===== config.mk =====
export PLATFORM = sky130hd
export DESIGN_NAME = decode_buffer_stage
export DESIGN_NICKNAME = d
export VERILOG_FILES = /design/src/rtl/decode_buffer_stage_pkg.sv /design/src/rtl/decode_buffer_stage_fifo.sv /design/src/rtl/decode_buffer_stage.sv
export SDC_FILE = /design/constraint.sdc
export NUM_CORES = 1
export LEC_CHECK = 0
export ABC_AREA = 1
export CORE_MARGIN = 2
export CORE_UTILIZATION = 45
export CTS_CLUSTER_DIAMETER = 150
export CTS_CLUSTER_SIZE = 30
export DETAILED_ROUTE_END_ITERATION = 8
export GPL_TIMING_DRIVEN = 0
export PLACE_DENSITY = 0.82
export SLEW_MARGIN = 20
export SYNTH_ARGS = -nofsm -noshare
export SYNTH_HDL_FRONTEND = slang
export SYNTH_SLANG_ARGS = --single-unit
export TNS_END_PERCENT = 1

===== constraint.sdc =====
create_clock -name clk -period 6 [get_ports clk]
set_input_delay 1.2 -clock clk [delete_from_list [all_inputs] [get_ports clk]]
set_output_delay 1.2 -clock clk [all_outputs]
set_load 0.03 [all_outputs]

===== src/rtl/decode_buffer_stage_pkg.sv =====
// ---------------------------------------------------------------------------
// decode_buffer_stage_pkg
//
// Shared constants and types for the buffered decode stage.
//
// Contents:
//   CTRL_*                 bit positions inside the packed decoder control word
//   CTRL_SIDE_EFFECT_MASK  control bits that must be cleared on an excepting
//                          packet (register write, memory access, CSR access)
//   EXCEPT_ILLEGAL_INSTR   exception cause raised for an illegal instruction
//   MAX_XLEN               widest supported datapath
//   fetch_entry_t          one instruction-buffer entry, sized for MAX_XLEN;
//                          narrower datapaths use the low XLEN bits of the
//                          pc / etval fields
//   pc_step()              sequential pc increment for an instruction
// ---------------------------------------------------------------------------
package decode_buffer_stage_pkg;

    localparam int CTRL_LOAD  = 0;
    localparam int CTRL_RDEN1 = 1;
    localparam int CTRL_RDEN2 = 2;
    localparam int CTRL_WEN   = 3;
    localparam int CTRL_STORE = 4;
    localparam int CTRL_CSR   = 5;

    // The control word must be at least this wide to hold every bit above.
    localparam int CTRL_MIN_W = 6;

    localparam logic [63:0] CTRL_SIDE_EFFECT_MASK =
        (64'd1 << CTRL_LOAD)  |
        (64'd1 << CTRL_WEN)   |
        (64'd1 << CTRL_STORE) |
        (64'd1 << CTRL_CSR);

    localparam logic [3:0] EXCEPT_ILLEGAL_INSTR = 4'd2;

    localparam int MAX_XLEN = 64;

    typedef struct packed {
        logic [MAX_XLEN-1:0] pc;
        logic [31:0]         instr;
        logic                exception;
        logic [3:0]          ecause;
        logic [MAX_XLEN-1:0] etval;
    } fetch_entry_t;

    // Full-length instructions have instr[1:0] == 2'b11; everything else is
    // a 16-bit compressed encoding.
    function automatic logic [2:0] pc_step(input logic [31:0] instr);
        return (instr[1:0] == 2'b11) ? 3'd4 : 3'd2;
    endfunction

endpackage


===== src/rtl/decode_buffer_stage_fifo.sv =====
// ---------------------------------------------------------------------------
// decode_fifo
//
// DEPTH-entry instruction buffer sitting between fetch and decode.
//
// Ports:
//   clk         clock
//   rst         synchronous active-high reset; empties the buffer
//   push_valid  fetch offers an entry
//   push_entry  entry to store
//   pop         consumer takes the head entry this cycle
//   clear       flush: empty the buffer, drop any same-cycle push
//   f_ready     buffer can accept a push (registered count < DEPTH, not reset)
//   head        entry at the read pointer (combinational read)
//   count       number of buffered entries
// ---------------------------------------------------------------------------
module decode_fifo
    import decode_buffer_stage_pkg::*;
#(
    parameter int DEPTH = 4,
    parameter int CNT_W = $clog2(DEPTH + 1)
) (
    input  logic             clk,
    input  logic             rst,
    input  logic             push_valid,
    input  fetch_entry_t     push_entry,
    input  logic             pop,
    input  logic             clear,
    output logic             f_ready,
    output fetch_entry_t     head,
    output logic [CNT_W-1:0] count
);

    localparam int               PTR_W    = $clog2(DEPTH);
    localparam logic [CNT_W-1:0] FULL_CNT = CNT_W'(DEPTH);

    fetch_entry_t     mem [DEPTH];
    logic [PTR_W-1:0] wr_ptr;
    logic [PTR_W-1:0] rd_ptr;
    logic             push;
    logic             pop_ok;

    // Readiness looks only at the registered count, so a full buffer turns
    // a push away even when the head leaves in the same cycle. This keeps
    // f_ready free of any path through the hazard/stall logic.
    assign f_ready = ~rst & (count < FULL_CNT);
    assign push    = push_valid & f_ready & ~clear;
    assign pop_ok  = pop & (count != '0);
    assign head    = mem[rd_ptr];

    // Storage array; contents need no reset because count gates every read.
    always_ff @(posedge clk) begin
        if (push) begin
            mem[wr_ptr] <= push_entry;
        end
    end

    // Pointers wrap naturally because DEPTH is a power of two. Count moves
    // only when exactly one of push/pop happens.
    always_ff @(posedge clk) begin
        if (rst || clear) begin
            wr_ptr <= '0;
            rd_ptr <= '0;
            count  <= '0;
        end else begin
            if (push) begin
                wr_ptr <= wr_ptr + 1'b1;
            end
            if (pop_ok) begin
                rd_ptr <= rd_ptr + 1'b1;
            end
            case ({push, pop_ok})
                2'b10:   count <= count + 1'b1;
                2'b01:   count <= count - 1'b1;
                default: count <= count;
            endcase
        end
    end

endmodule


===== src/rtl/decode_buffer_stage.sv =====
// ---------------------------------------------------------------------------
// decode_buffer_stage
//
// Buffered decode stage: fetch pushes into a DEPTH-entry buffer, the head is
// presented to an external decoder, and the decoded packet is registered
// toward execute. Includes a load-use interlock and a flush path.
//
// Ports:
//   clk, rst                 clock, synchronous active-high reset
//   f_valid / f_ready        fetch handshake
//   f_pc, f_instr            fetched pc and instruction
//   f_exception, f_ecause,
//   f_etval                  fetch fault information
//   dec_instr                head instruction to the decoder (0 when empty)
//   dec_imm, dec_ctrl,
//   dec_valid                decoder results for dec_instr
//   e_stall                  execute stall: hold the packet
//   e_clear                  flush: kill the packet and empty the buffer
//   q_*                      registered packet toward execute
//   occupancy                number of buffered entries
// ---------------------------------------------------------------------------
module decode_buffer_stage
    import decode_buffer_stage_pkg::*;
#(
    parameter int XLEN   = 32,
    parameter int DEPTH  = 4,
    parameter int CTRL_W = 32
) (
    input  logic                       clk,
    input  logic                       rst,
    input  logic                       f_valid,
    output logic                       f_ready,
    input  logic [XLEN-1:0]            f_pc,
    input  logic [31:0]                f_instr,
    input  logic                       f_exception,
    input  logic [3:0]                 f_ecause,
    input  logic [XLEN-1:0]            f_etval,
    output logic [31:0]                dec_instr,
    input  logic [XLEN-1:0]            dec_imm,
    input  logic [CTRL_W-1:0]          dec_ctrl,
    input  logic                       dec_valid,
    input  logic                       e_stall,
    input  logic                       e_clear,
    output logic                       q_valid,
    output logic [XLEN-1:0]            q_pc,
    output logic [XLEN-1:0]            q_npc,
    output logic [31:0]                q_instr,
    output logic [XLEN-1:0]            q_imm,
    output logic [CTRL_W-1:0]          q_ctrl,
    output logic                       q_exception,
    output logic [3:0]                 q_ecause,
    output logic [XLEN-1:0]            q_etval,
    output logic [$clog2(DEPTH+1)-1:0] occupancy
);

    localparam int                CNT_W     = $clog2(DEPTH + 1);
    localparam logic [CTRL_W-1:0] SIDE_MASK = CTRL_SIDE_EFFECT_MASK[CTRL_W-1:0];

    fetch_entry_t     push_entry;
    fetch_entry_t     head;
    logic [CNT_W-1:0] count;
    logic             buf_empty;
    logic [XLEN-1:0]  head_pc;
    logic [XLEN-1:0]  head_etval;
    logic [4:0]       load_rd;
    logic             hazard;
    logic             issue;
    logic [XLEN-1:0]  pk_npc;
    logic [CTRL_W-1:0] pk_ctrl;
    logic             pk_exception;
    logic [3:0]       pk_ecause;
    logic [XLEN-1:0]  pk_etval;

    assign push_entry.pc        = MAX_XLEN'(f_pc);
    assign push_entry.instr     = f_instr;
    assign push_entry.exception = f_exception;
    assign push_entry.ecause    = f_ecause;
    assign push_entry.etval     = MAX_XLEN'(f_etval);

    decode_fifo #(
        .DEPTH (DEPTH),
        .CNT_W (CNT_W)
    ) u_fifo (
        .clk        (clk),
        .rst        (rst),
        .push_valid (f_valid),
        .push_entry (push_entry),
        .pop        (issue),
        .clear      (e_clear),
        .f_ready    (f_ready),
        .head       (head),
        .count      (count)
    );

    assign buf_empty  = (count == '0);
    assign head_pc    = head.pc[XLEN-1:0];
    assign head_etval = head.etval[XLEN-1:0];
    assign dec_instr  = buf_empty ? 32'd0 : head.instr;
    assign occupancy  = count;

    // The upper halves of the wide entry fields only carry data on a 64-bit
    // datapath; collect them so a narrower build does not leave them dangling.
    if (XLEN < MAX_XLEN) begin : g_narrow
        logic unused_hi;
        assign unused_hi = ^{head.pc[MAX_XLEN-1:XLEN], head.etval[MAX_XLEN-1:XLEN]};
    end

    // Load-use interlock: the packet in the output register is a load whose
    // result is not ready yet, and the head reads that register. The bubble
    // inserted by the stall clears q_ctrl, so the hazard lasts one cycle.
    always_comb begin
        load_rd = q_instr[11:7];
        hazard  = q_valid & q_ctrl[CTRL_LOAD] & (load_rd != 5'd0) &
                  ((dec_ctrl[CTRL_RDEN1] & (dec_instr[19:15] == load_rd)) |
                   (dec_ctrl[CTRL_RDEN2] & (dec_instr[24:20] == load_rd)));
    end

    assign issue = ~buf_empty & ~e_stall & ~hazard & ~e_clear;

    // Packet formation for the head entry. A fetch fault outranks an illegal
    // decode; either way the entry still flows, but with its side-effect
    // control bits removed so execute cannot write, access memory or CSRs.
    always_comb begin
        pk_npc       = head_pc + XLEN'(pc_step(head.instr));
        pk_ctrl      = dec_ctrl;
        pk_exception = 1'b0;
        pk_ecause    = 4'd0;
        pk_etval     = '0;
        if (head.exception) begin
            pk_exception = 1'b1;
            pk_ecause    = head.ecause;
            pk_etval     = head_etval;
        end else if (!dec_valid) begin
            pk_exception = 1'b1;
            pk_ecause    = EXCEPT_ILLEGAL_INSTR;
            pk_etval     = XLEN'(head.instr);
        end
        if (pk_exception) begin
            pk_ctrl = dec_ctrl & ~SIDE_MASK;
        end
    end

    // Output register. Flush beats stall beats issue; with nothing to issue a
    // bubble is inserted, which only needs to kill valid/ctrl/exception.
    always_ff @(posedge clk) begin
        if (rst) begin
            q_valid     <= 1'b0;
            q_pc        <= '0;
            q_npc       <= '0;
            q_instr     <= '0;
            q_imm       <= '0;
            q_ctrl      <= '0;
            q_exception <= 1'b0;
            q_ecause    <= 4'd0;
            q_etval     <= '0;
        end else if (e_clear) begin
            q_valid     <= 1'b0;
            q_ctrl      <= '0;
            q_exception <= 1'b0;
        end else if (!e_stall) begin
            if (issue) begin
                q_valid     <= 1'b1;
                q_pc        <= head_pc;
                q_npc       <= pk_npc;
                q_instr     <= head.instr;
                q_imm       <= dec_imm;
                q_ctrl      <= pk_ctrl;
                q_exception <= pk_exception;
                q_ecause    <= pk_ecause;
                q_etval     <= pk_etval;
            end else begin
                q_valid     <= 1'b0;
                q_ctrl      <= '0;
                q_exception <= 1'b0;
            end
        end
    end

endmodule


==> results by group, run 1 <==
Status
  – Status: completed

Clock network
  – Post-CTS Setup Bufs: 0
  – Hold Buf Count CTS: 0
  – Clock buffer depth: 3
  – Sink Count: 610
  – Root Driver: clkbuf_16
  – TritonCTS clock tree: yes
  – Post-cts repair resize count: 0
  – Clk_lat worst skew: 620 ps
  – CTS buffer count: 24
  – H-tree levels: 1
  – CTS clk-pin slew, worst paths: around 120 ps

Critical path
  – Data arrival time of the critical path: about 3700 ps
  – Critical path class: flop to output port
  – Critical path, cell by cell: buf_6, buf_6, buf_4, buf_2, clkbuf_1, nand2_1, nand3_1, nand2_1, nor2_1, clkdlybuf4s50_1
  – Slowest cell on crit path: clkdlybuf4s50_1
  – Critical Path RT: ~4800 ps
  – CP Depth: 10
  – Worst setup EP type: output port
  – Crit path max fanout: 10
  – Worst path bufs/invs: 6
  – CP startpoint kind: flop
  – Reg-to-reg slack, setup: ~1300 ps
  – CP peak stage delay: 710 ps
  – Crit Reg-Reg Endpoint: q_npc[25]
  – Largest delay share family, worst path: buffers and inverters
  – R2R cell count: 17

GRT
  – Grt ovf: 0
  – Tot GR Track Use: 0.2674
  – Initial antenna violation count: 11
  – Largest net degree at the start of global routing: 32
  – Vias in the first global route: just under 20,000
  – First-pass GRT wire length: 119.3 mm

Yosys
  – Dominant cells by area after synthesis: edfxtp_1 (48%), dfxtp_1 (16%), nand2_1 (12%), nor2_1 (6.5%), nand3_1 (5.7%)
  – Post-synthesis cell type count: 37
  – Sequential cell area fraction in the yosys report: 0.6380
  – Mean Syn Cell Area: 9.378 µm²
  – Most instantiated cells after synthesis: nand2_1 (782), nor2_1 (442), edfxtp_1 (404), nand3_1 (290), dfxtp_1 (206)
  – Dominant cell type by area after synthesis: edfxtp_1
  – Predominant post-synthesis flop cell: edfxtp_1
  – YS warnings: 0
  – Synth top area share: 0.4761
  – Post-Syn Nets: 2,897
  – Count leader, synth: nand2_1
  – Synthesized area: roughly 0.025 mm²
  – EDFF count, synth: 404
  – Asr flop ratio synth: 0
  – Syn Inst Count: 2,717
  – FF+latch count, synth: slightly above 600

Finish
  – Non-filler instance count after layout: 3,944
  – Nets: between 3,000 and 4,000
  – Synth-to-layout area growth: 24.64%
  – Share of cells above drive strength 1: 0.05057
  – Core Util, Final: 0.5654

Worst hold path
  – Worst Hold Class: flop to flop
  – Worst hold start: q_exception
  – WHS Endpoint: q_exception
  – Hold Path Cell Cnt: 2

Timing
  – Minimum clock period: slightly below 5000 ps
  – Fmax: a little over 0.2 GHz
  – Tcrit/Tclk final: 0.8112
  – RSZ-0062 raised after global routing: false
  – Tightest Pin Transition: slightly below 1000 ps
  – Max-slew headroom: 0.3511
  – WHS: ~470 ps
  – Fin worst setup slack: ~1100 ps
  – Final hold vios: 0
  – Slew Viols, Final: 0
  – Clk_skew: between 20 and 30 ps
  – Endpoints failing setup: 0

Die
  – I/O pin cnt: 405
  – Rows: 87
  – Die Wd: roughly 240 µm
  – Die span in y: ~240 µm
  – Die area: 0.05854 mm²
  – Starting Density: 0.4536
  – Placeable Area: 0.05617 mm²

Placed design
  – Port Buffers: roughly 400
  – Post-DP HPWL: roughly 60 mm
  – Cells after DPL: approximately 3,900
  – Gpl congestion: roughly 0.95
  – Place WS: 1361 ps

Detailed routing
  – DR pass1 iterations: 5
  – Via density: about 5.3
  – Final WL: 80.75 mm
  – Post-route ant nets: 0
  – Routed len/inst: around 20 µm
  – Routed vias: around 21,000
  – DRC viols: 0
  – Iter 0 DRT Violations: roughly 2,300

Pwr
  – Total Power: around 0.007 W
  – Total power density per cell area: about 220 mW/mm²
  – Max IR drop VDD: 226.6 µV
  – Static Leakage: 12.23 nW

Flow run
  – Max Cap Violations: 0
-- metal layers --
layer  share of wire  vias up  GRT usage  wire length [µm]
met4           0.040       14    0.09967              3267
li1                -     9779          -                 -
met1            0.39     9801     0.3418             31640
met3           0.084      157    0.04320              6810
met5          0.0012        -          0                95
met2            0.48     1068     0.4583             38930
-- layout by cell type (no fill, tap or decap), types with 2 or more instances in the layout --
| cell | count |
|---|---|
| nand2_1 | 782 |
| nor2_1 | 438 |
| edfxtp_1 | 404 |
| clkdlybuf4s50_1 | 402 |
| nand3_1 | 290 |
| dfxtp_1 | 206 |
| inv_1 | 177 |
| clkbuf_1 | 74 |
| buf_2 | 58 |
| a21oi_1 | 44 |
| nand3b_1 | 43 |
| nor3_1 | 36 |
| a31oi_1 | 32 |
| o21ai_0 | 25 |
| buf_4 | 24 |
| clkbuf_16 | 24 |
| buf_16 | 17 |
| nand4_1 | 16 |
| xor2_1 | 16 |
| buf_1 | 10 |
| buf_6 | 8 |
| o22ai_1 | 7 |
| ha_1 | 7 |
| inv_2 | 6 |
| nor2_4 | 6 |
| o211ai_1 | 6 |
| buf_12 | 5 |
| diode_2 | 4 |
| nor2_2 | 4 |
| nand2_4 | 2 |
| fa_1 | 2 |
-- where the power goes --
part,total (W),switching [W],internal (W)
logic,0.000482,0.000283,0.000200
clock network,0.00204,0.00126,0.000780
registers,0.00454,0.0000177,0.00452
-- flip-flops by register name, indices dropped and copies added, names as in the netlist, named ones only --
signal	cells
q_ecause	4
q_etval	32
q_instr	32
q_ctrl	32
q_npc	31
u_fifo.mem	404
q_valid	1
u_fifo.count	3
u_fifo.wr_ptr	2
q_imm	32
q_pc	32
u_fifo.rd_ptr	2
q_exception	1
-- worst reg2reg max path, delay by kind of cell, from the launching register on --
kind	cells	cell delay, ps
AND/OR/NAND/NOR	6	1050
flip-flops	1	460
AO/OA/AOI/OAI	2	510
XOR/XNOR	1	170
buffers and inverters	6	1650
adder cells (fa/ha/maj)	2	740
-- how the worst max path moves through the flow --
stage / slack, ps / startpoint / to
3_3_place_gp: -4480 / rst / u_fifo.mem[3][82]
3_5_place_dp: 1360 / flop / q_npc[25]
6_report: 1130 / flop / dec_instr[7]
2_1_floorplan: -400 / e_clear / u_fifo.mem[0][0]
5_1_grt: 980 / flop / dec_instr[29]
4_1_cts: 1080 / flop / dec_instr[7]
-- logic make-up after synthesis --
kind of cell,after synthesis,synth area share
fa+ha+maj,9,0.005008
compound gates,119,0.02681
xor+xnor,17,0.005843
flops,610,0.6380
buf+inv,341,0.05917
simple gates,1621,0.2652
-- cell type report --
| class | count | area, µm² |
|---|---|---|
| Antenna cell | 4 | 10.01 |
| Sequential cell | 610 | 16260 |
| Clock buffer | 41 | 664.4 |
| Buffer | 157 | 812.0 |
| Tap cell | 756 | 945.9 |
| Inverter | 184 | 695.7 |
| Timing Repair Buffer | 424 | 4592 |
| Multi-Input combinational cell | 1766 | 7747 |
| Fill cell | 4708 | 24410 |
| Clock inverter | 2 | 36.28 |
-- per-stage QoR --
step / instance area [µm²] / setup TNS, ps
after floorplan: 25480 / -160120
after global placement: 30450 / -1792280
after detailed placement: 31050 / 0
after CTS: 31750 / 0
after global routing: 31760 / 0
final: 31760 / 0
Power figures use the tool's default switching activity.
==> run 2: changes to the inputs <==
--- a/config.mk
+++ b/config.mk
@@ -12,7 +12,7 @@
 export CTS_CLUSTER_SIZE = 30
 export DETAILED_ROUTE_END_ITERATION = 8
 export GPL_TIMING_DRIVEN = 0
-export PLACE_DENSITY = 0.82
+export PLACE_DENSITY = 0.79
 export SLEW_MARGIN = 20
 export SYNTH_ARGS = -nofsm -noshare
 export SYNTH_HDL_FRONTEND = slang
==> constraint.sdc (replaced) <==
create_clock -name clk -period 4.8 [get_ports clk]
set_input_delay 0.96 -clock clk [delete_from_list [all_inputs] [get_ports clk]]
set_output_delay 0.96 -clock clk [all_outputs]
set_load 0.03 [all_outputs]
==> run 2 against run 1 <==
Compared with the run above:
- first-iteration DRC count increased by 0.22%
- register-to-register slack got worse by 1100 ps
- power increased by 26%
- non-clock buffer count decreased by 1
- final area about the same
- routed wire length increased by 0.30%
- clock-buffer cell count increased by 2
- largest cell class unchanged
- highest routed layer unchanged
==> results by group, run 2 (synthesized netlist as in run 1, its figures left out) <==
Detailed routing
  – Post-route ant nets: 0
  – Routed len/inst: between 20 and 25 µm
  – Routed vias: between 20,000 and 25,000
  – DR pass1 iterations: 6
  – Iter 0 DRT Violations: between 2,000 and 2,500
  – Final WL: 80.99 mm
  – Via density: 5.280
  – DRC viols: 0

Timing
  – Tightest Pin Transition: between 1000 and 1500 ps
  – Endpoints failing setup: 0
  – RSZ-0062 raised after global routing: false
  – Fmax: 0.2164 GHz
  – Setup_tns: 0 ps
  – Tcrit/Tclk final: 0.9629
  – WHS: ~470 ps
  – Slew Viols, Final: 0
  – Clk_skew: 37.64 ps
  – Minimum clock period: approximately 4600 ps
  – Fin worst setup slack: about 180 ps
  – Max-slew headroom: 0.2510
  – Final hold vios: 0

Die
  – Die Wd: 242.0 µm
  – Die span in y: 242.0 µm
  – Rows: 87
  – Placeable Area: around 0.056 mm²
  – Die area: approximately 0.059 mm²
  – Starting Density: 0.4536
  – I/O pin cnt: roughly 410

Finish
  – Post-route cell area: approximately 0.032 mm²
  – Biggest register: u_fifo.mem
  – Most common library cell in the layout ignoring fill and taps: nand2_1
  – Commonest non-fill, non-tap cells in the layout: nand2_1 (782), nor2_1 (438), edfxtp_1 (404), clkdlybuf4s50_1 (402), nand3_1 (290)
  – Synth-to-layout area growth: 24.66%
  – Nets: 3,346
  – Share of cells above drive strength 1: 0.05057
  – Max reg flops: between 400 and 500

Critical path
  – Critical path class: flop to flop
  – Crit path max fanout: 10
  – Critical path, cell by cell: buf_2, clkbuf_4, buf_2, buf_2, buf_2, o21ai_0, o22ai_2, ha_1, inv_1, fa_1, nor2_1, nand3_1, inv_1, nand2_1, inv_1, nand2_1, nand2_1, nand3b_1, nand2_1, nor2_1
  – R2R cell count: 20
  – Worst setup EP type: flop
  – Critical Path RT: about 5300 ps
  – CP peak stage delay: approximately 490 ps
  – Slowest cell on crit path: dfxtp_1
  – CP startpoint kind: flop
  – Worst path bufs/invs: 8
  – Largest delay share family, worst path: buffers and inverters
  – Crit Reg-Reg Endpoint: q_npc[15]
  – Reg-to-reg slack, setup: around 180 ps
  – Data arrival time of the critical path: about 5200 ps

GRT
  – Grt ovf: 0
  – First-pass GRT wire length: approximately 120 mm
  – Vias in the first global route: a little under 20,000
  – Initial antenna violation count: 14
  – Tot GR Track Use: 0.2685
  – Largest net degree at the start of global routing: 32

Placed design
  – Gpl congestion: between 0.9 and 1
  – Post-DP HPWL: about 61 mm
  – Area after DPL: between 0.03 and 0.04 mm²
  – Port Buffers: 402
  – Place WS: around 160 ps

Clock network
  – H-tree levels: 1
  – CTS buffer count: 24
  – Clock buffer depth: 3
  – Clk_lat worst skew: slightly above 600 ps
  – Root Driver: clkbuf_16
  – Sink Count: 610
  – TritonCTS clock tree: yes
  – CTS clk-pin slew, worst paths: roughly 120 ps

Pwr
  – Max IR drop VDD: roughly 280 µV
  – Total power density per cell area: 279.1 mW/mm²
  – Static Leakage: around 12 nW

Status
  – Status: completed

Worst hold path
  – Worst hold start: q_exception
  – Hold Path Cell Cnt: 2
  – WHS Endpoint: q_exception
  – Worst Hold Class: flop to flop

Flow run
  – Max Cap Violations: 0
run 2: changes by cell type in the layout (fill, tap and decap cells not counted):
cell / before / now
diode_2: 4 / 7
buf_16: 17 / 15
buf_12: 5 / 6
buf_2: 58 / 57
clkbuf_1: 74 / 75
clkbuf_16: 24 / 25
clkbuf_4: 0 / 1
clkinv_16: 0 / 1
clkinv_8: 1 / 0
inv_16: 1 / 0
o22ai_1: 7 / 6
o22ai_2: 0 / 1
run 2: timing repair:
| item | in CTS | in global routing |
|---|---|---|
| hold buffers | 0 | 0 |
| resized for setup | 0 | 2 |
| setup buffers | 0 | 0 |
| setup endpoints to repair | 0 | 6 |
run 2: cell type report:
type / count / area (µm²)
inverters: 184 / 695.7
repair buffers: 423 / 4557
flip-flops and latches: 610 / 16260
well taps: 756 / 945.9
multi-input cells: 1766 / 7754
clock inverters: 1 / 30.03
clock buffers: 43 / 693.2
fillers: 4794 / 24410
plain buffers: 157 / 814.5
diodes: 7 / 17.52
run 2: worst max path at each step:
stage	from	endpoint	slack (ps)	cells after the start
detailed placement	flop	q_npc[15]	160	20
finish	flop	q_npc[15]	180	20
floorplan	e_clear	u_fifo.mem[0][0]	-1360	5
global route	flop	dec_instr[8]	20	10
global placement	rst	u_fifo.mem[0][42]	-5810	6
CTS	flop	q_npc[15]	80	20
run 2: layer usage:
| metal | share of wire | routed length, µm | GRT usage |
|---|---|---|---|
| met1 | 0.38 | 31130 | 0.3325 |
| met2 | 0.48 | 38990 | 0.4621 |
| met3 | 0.093 | 7536 | 0.05727 |
| met4 | 0.040 | 3213 | 0.1006 |
| met5 | 0.0014 | 115 | 0 |
run 2: worst min-delay path, delay by kind of cell (launching register included):
family	cells	cell delay (ps)
compound gates	1	50
simple gates	1	50
flops	1	330
run 2: per-stage QoR:
| stage | power [W] | instances | utilization |
|---|---|---|---|
| 2_1_floorplan | 0.006039 | 2717 | - |
| 3_5_place_dp | 0.006386 | 3896 | 0.5521 |
| 5_1_grt | 0.009131 | 3945 | 0.5654 |
| 3_3_place_gp | 0.006372 | 3875 | 0.5421 |
| 6_report | 0.008865 | 3947 | 0.5655 |
| 4_1_cts | 0.008891 | 3940 | 0.5650 |
run 2: where the power goes:
group	switching (W)	total, W	internal, W
sequential	0.0000214	0.00567	0.00565
combinational	0.000356	0.000606	0.000250
clock	0.00158	0.00259	0.00101
total	0.00196	0.00887	0.00691
